===== config.mk =====
export PLATFORM = sky130hd
export DESIGN_NAME = wb_lsu
export DESIGN_NICKNAME = d
export VERILOG_FILES = /design/src/rtl/wb_pkg.sv /design/src/rtl/lsu_extend.sv /design/src/rtl/wb_lsu.sv
export SDC_FILE = /design/constraint.sdc
export NUM_CORES = 1
export LEC_CHECK = 0
export ABC_AREA = 1
export CAP_MARGIN = 0
export CORE_ASPECT_RATIO = 0.9
export CORE_MARGIN = 2
export CORE_UTILIZATION = 46
export DETAILED_ROUTE_END_ITERATION = 16
export HOLD_SLACK_MARGIN = 0.15
export MAX_ROUTING_LAYER = met4
export PLACE_DENSITY = 0.88
export SETUP_SLACK_MARGIN = 0.05
export SKIP_LAST_GASP = 1
export SLEW_MARGIN = 0
export SYNTH_ARGS = -nofsm -noshare
export SYNTH_HDL_FRONTEND = slang
export SYNTH_SLANG_ARGS = --single-unit

===== constraint.sdc =====
create_clock -name clk -period 3.7 [get_ports clk]
set_input_delay 0.555 -clock clk [delete_from_list [all_inputs] [get_ports clk]]
set_output_delay 0.555 -clock clk [all_outputs]
set_load 0.05 [all_outputs]

===== src/rtl/wb_pkg.sv =====
// Shared Wishbone LSU definitions: width codes, FSM state encoding and alignment helper.
// The alignment helper is only called when WB_LSU_ALIGN_CHECK_EN is defined.
package wb_pkg;

  localparam logic [1:0] WB_W_BYTE = 2'b00;
  localparam logic [1:0] WB_W_HALF = 2'b01;
  localparam logic [1:0] WB_W_WORD = 2'b10;

  typedef enum logic [2:0] {
    IDLE,
    REQ,
    WAIT,
    CAPTURE,
    DONE
  } lsu_state_t;

  // Any width code with bit 1 set is a word access
  function automatic logic isMisaligned(input logic [1:0] width, input logic [1:0] addrLo);
    logic result;
    result = 1'b0;
    if (width[1]) begin
      result = (addrLo != 2'b00);
    end else if (width == WB_W_HALF) begin
      result = addrLo[0];
    end
    return result;
  endfunction

endpackage


===== src/rtl/lsu_extend.sv =====
// Load data extension: keeps only the addressed byte/half/word and sign- or zero-extends it.
// Purely combinational so the CPU writeback path can reuse it.
module lsu_extend
  import wb_pkg::*;
(
  input  logic [31:0] i_data,
  input  logic [1:0]  i_width,
  input  logic        i_signed,
  output logic [31:0] o_result
);

  logic w_fill;

  always_comb begin
    o_result = i_data;
    w_fill   = 1'b0;
    case (i_width)
      WB_W_BYTE: begin
        w_fill   = i_signed & i_data[7];
        o_result = {{24{w_fill}}, i_data[7:0]};
      end
      WB_W_HALF: begin
        w_fill   = i_signed & i_data[15];
        o_result = {{16{w_fill}}, i_data[15:0]};
      end
      default: begin
        o_result = i_data;
      end
    endcase
  end

endmodule


===== src/rtl/wb_lsu.sv =====
// Load/store unit driving a single Wishbone cycle per CPU request into the byte-addressed RAM.
// Define WB_LSU_ALIGN_CHECK_EN to reject misaligned half/word requests without a bus cycle.
module wb_lsu
  import wb_pkg::*;
#(
  parameter int AW        = 8,
  parameter int TIMEOUT   = 15,
  parameter int RDATA_LAT = 1
) (
  input  logic          clk,
  input  logic          reset_n,
  input  logic          i_req,
  input  logic          i_we,
  input  logic [1:0]    i_width,
  input  logic          i_signed,
  input  logic [AW-1:0] i_addr,
  input  logic [31:0]   i_wdata,
  output logic          o_busy,
  output logic          o_done,
  output logic          o_err,
  output logic [31:0]   o_rdata,
  output logic          o_wb_cyc,
  output logic          o_wb_stb,
  output logic          o_wb_we,
  output logic [1:0]    o_wb_width,
  output logic [AW-1:0] o_wb_addr,
  output logic [31:0]   o_wb_data,
  input  logic          i_wb_stl,
  input  logic          i_wb_ack,
  input  logic [31:0]   i_wb_data
);

  lsu_state_t r_state;
  lsu_state_t w_stateNext;

  logic          r_we;
  logic          r_signed;
  logic          r_err;
  logic [1:0]    r_width;
  logic [AW-1:0] r_addr;
  logic [31:0]   r_wdata;
  logic [31:0]   r_rdata;
  logic [7:0]    r_timeoutCnt;

  logic [7:0]    w_timeoutCntNext;
  logic          w_errNext;
  logic          w_load;
  logic          w_capture;
  logic          w_ackTaken;
  logic          w_timeoutHit;
  logic          w_misaligned;
  logic [31:0]   w_extData;

`ifdef WB_LSU_ALIGN_CHECK_EN
  assign w_misaligned = isMisaligned(i_width, i_addr[1:0]);
`else
  assign w_misaligned = 1'b0;
`endif

  // An ack only counts once the strobe has been accepted (stall low in REQ) or while waiting
  assign w_ackTaken   = ((r_state == REQ) && !i_wb_stl && i_wb_ack) ||
                        ((r_state == WAIT) && i_wb_ack);
  assign w_timeoutHit = (r_timeoutCnt == 8'(TIMEOUT - 1));

  lsu_extend u_extend (
    .i_data   (i_wb_data),
    .i_width  (r_width),
    .i_signed (r_signed),
    .o_result (w_extData)
  );

  always_comb begin
    w_stateNext      = r_state;
    w_timeoutCntNext = r_timeoutCnt;
    w_errNext        = r_err;
    w_load           = 1'b0;
    w_capture        = 1'b0;

    case (r_state)
      IDLE: begin
        w_timeoutCntNext = 8'd0;
        if (i_req) begin
          w_load = 1'b1;
          if (w_misaligned) begin
            w_stateNext = DONE;
            w_errNext   = 1'b1;
          end else begin
            w_stateNext = REQ;
            w_errNext   = 1'b0;
          end
        end
      end
      REQ: begin
        if (!i_wb_stl && !i_wb_ack) begin
          w_stateNext      = WAIT;
          w_timeoutCntNext = 8'd0;
        end
      end
      WAIT: begin
        // A late ack in the expiry cycle still wins over the timeout
        if (!i_wb_ack) begin
          if (w_timeoutHit) begin
            w_stateNext = DONE;
            w_errNext   = 1'b1;
          end else begin
            w_timeoutCntNext = r_timeoutCnt + 8'd1;
          end
        end
      end
      CAPTURE: begin
        w_capture   = 1'b1;
        w_stateNext = DONE;
      end
      DONE: begin
        w_stateNext = IDLE;
      end
      default: begin
        w_stateNext = IDLE;
      end
    endcase

    if (w_ackTaken) begin
      if (!r_we && (RDATA_LAT != 0)) begin
        w_stateNext = CAPTURE;
      end else begin
        w_stateNext = DONE;
        w_capture   = !r_we;
      end
    end
  end

  always_ff @(posedge clk) begin
    if (!reset_n) begin
      r_state      <= IDLE;
      r_we         <= 1'b0;
      r_signed     <= 1'b0;
      r_err        <= 1'b0;
      r_width      <= 2'b00;
      r_addr       <= '0;
      r_wdata      <= 32'd0;
      r_rdata      <= 32'd0;
      r_timeoutCnt <= 8'd0;
    end else begin
      r_state      <= w_stateNext;
      r_timeoutCnt <= w_timeoutCntNext;
      r_err        <= w_errNext;
      if (w_load) begin
        r_we     <= i_we;
        r_signed <= i_signed;
        r_width  <= i_width;
        r_addr   <= i_addr;
        r_wdata  <= i_wdata;
      end
      if (w_capture) begin
        r_rdata <= w_extData;
      end
    end
  end

  assign o_busy     = (r_state != IDLE);
  assign o_done     = (r_state == DONE);
  assign o_err      = (r_state == DONE) && r_err;
  assign o_rdata    = r_rdata;
  assign o_wb_cyc   = (r_state == REQ) || (r_state == WAIT);
  assign o_wb_stb   = (r_state == REQ);
  assign o_wb_we    = r_we;
  assign o_wb_width = r_width;
  assign o_wb_addr  = r_addr;
  assign o_wb_data  = r_wdata;

endmodule


==> out/qor.yml <==
timing:
  min_period_over_period_pct: 75.2
  slew_viol_final: 0
  slew_headroom_pct: 41.0
  final_hold_viol_count: 0
  min_period_ns: 2.78
  tns_ns: 0
  worst_slew_pin_slew_ns: 0.882
  timing.fmax_ghz: 0.359
  fin_skew_ns: 0.0144
  rsz0062_at_grt: "no"
  finalSetupViolCount: 0
floorplanning:
  core-area_sq_um: 7990
  start_util_pct: 47.2
  num_rows: 31
  die_w_um: 99.5
  die_h_um: 89.9
  io_pins: 161
  die_area_sq_um: 8940
synth:
  netlist_top_cells_area: "dfxtp_1 47%, a21oi_1 11%, nand2_1 9.6%"
  synth_area_sq_um: 3770
  yosysWarnings: 0
  synth-seq-cells: 88
  synth_cells: 503
  synth-seq-area-share_pct: 46.7
  syn_nets: 586
  synth.distinct_cells: 31
  synth_top_area_share_pct: 46.7
  synth_top_cell_by_area: "dfxtp_1"
  syn_avg_cell_area_sq_um: 7.50
global_route:
  grt_use_total_pct: 24.8
  antenna_found_initial: 0
  grt_pass1_vias: 3757
  grt.overflow.total: 0
  grt_max_degree: 57
  grt_pass1_wl_um: 17700
pwr:
  vdd_drop_max_mv: 0.478
  p_per_area_nw_per_um2: 687
  total_power_mw: 3.80
  p_leak_nw: 2.11
setup_path:
  start_kind: "flop"
  required_ns: 3.14
  path_max_fanout: 11
  criticalPathCategory: "flop to primary output"
  cp.arrival_ns: 2.23
  cp-end-kind: "primary output"
clock_tree:
  cts_resized: 0
  htreeDepth: 3
  cts_buffer_depth: 2
  clkTransAtPathRegs_ns: 0.10
  cts_root_buf: "clkbuf_8"
  ctsHoldBuffers: 0
  cts_tree: "built"
  clk_latency_ns: 0.36
  cts_setup_buffers: 0
  clock-sinks: 88
  numCtsBuffers: 9
route:
  drtAntennaViolNets: 0
  viasPerCell: 5.25
  wl_per_cell_um: 14.2
  routed_wl_um: 10600
  via_count: 3928
  firstDrtPassIters: 5
  drtIter0Drc: 206
  drc_errors: 0
run_status:
  status: "finished clean"
final_layout:
  n_antenna_cell: 0
  area_growth_pct: 46.6
  fillers: 659
  nets: 727
  drive_gt1_share_pct: 5.70
worst_hold_path:
  hold_class: "flop to flop"
job:
  drv_cap: 0
placement:
  gp_congestion: 0.883
  dp_hpwl_um: 7420
  port_buffers: 160
## sequential cells by signal (all words and copies together), names as in the netlist
register / cells
r_signed: 1
o_wb_we: 1
r_err: 1
o_wb_data: 32
o_wb_width: 2
o_wb_addr: 8
o_rdata: 32
r_state: 3
r_timeoutCnt: 8
## logic make-up after synthesis
logic type / count (synthesis) / share of synthesized area [%]
flops: 88 / 46.7
fa+ha+maj: 2 / 0.663
simple gates: 213 / 25.1
buf+inv: 71 / 9.32
compound gates: 128 / 18.0
xor+xnor: 1 / 0.232
## worst max-delay path, stage by stage, from the launching register on
cell             delay, ns
dfxtp_1               0.43
inv_2                 0.11
nand3_1               0.33
nand2_1               0.17
clkdlybuf4s50_1       0.82
## cells in the mapped netlist, drive strengths merged
cell type	n
nor3	2
nand3	69
xnor2	1
clkbuf	15
ha	2
dfxtp	88
nor4	1
nand2	100
nor2	37
and2	1
o211ai	8
o21ai	32
buf	19
a21oi	88
inv	37
nand4	3
## stage by stage
step / instance area [sq um] / hold WS (ns) / utilization (%) / instances / setup slack [ns]
after global placement: 5330 / 0.447 / 66.7 / 732 / 1.40
after detailed placement: 5330 / 0.451 / 66.7 / 732 / 1.33
after global routing: 5530 / 0.478 / 69.2 / 748 / 0.809
after CTS: 5530 / 0.465 / 69.2 / 748 / 0.918
final: 5530 / 0.465 / 69.2 / 748 / 0.917
after floorplan: 3770 / 0.433 / - / 503 / 1.17
## cell usage in the layout (no fill, tap or decap), types with 3 or more instances in the layout
| master | count |
|---|---|
| inv_1 | 31 |
| clkdlybuf4s50_1 | 160 |
| nand2_1 | 96 |
| nor2_1 | 35 |
| buf_4 | 3 |
| o211ai_1 | 8 |
| nand3_1 | 68 |
| inv_2 | 5 |
| clkbuf_8 | 9 |
| nand2_2 | 3 |
| inv_6 | 3 |
| dfxtp_1 | 88 |
| a21oi_1 | 86 |
| o21ai_0 | 30 |
## path summary, 6_finish.rpt
path                            cells after the start             to    startpoint  slack, ns
worst max-delay path                                4       o_wb_cyc    r_state[0]       0.92
worst max register to register                      7  o_wb_width[0]    r_state[1]       1.38
worst min-delay path                                2   o_wb_addr[4]  o_wb_addr[4]       0.47
worst min register to register                      2   o_wb_addr[4]  o_wb_addr[4]       0.47
## final cells by class
cell class | count | area [sq um] | area share (%)
well taps | 99 | 124 | 2.24
inverters | 37 | 141 | 2.56
clock inverters | 7 | 77.6 | 1.40
repair buffers | 164 | 1640 | 29.7
clock buffers | 9 | 124 | 2.24
flip-flops and latches | 88 | 1760 | 31.8
multi-input cells | 344 | 1660 | 30.0
## routing by layer
metal | vias up | part of all wire (%) | global-route usage, %
met4 | 0 | 1.8 | 8.68
li1 | 1960 | - | -
met5 | - | 0 | -
met3 | 19 | 7.4 | 6.77
met1 | 1802 | 42 | 29.4
met2 | 147 | 49 | 40.5
## report_power, final
part           switching, mW  internal (mW)
logic                   1.25          0.588
registers              0.139           1.13
clock network          0.364          0.319
(Power assumes the default switching activity.)
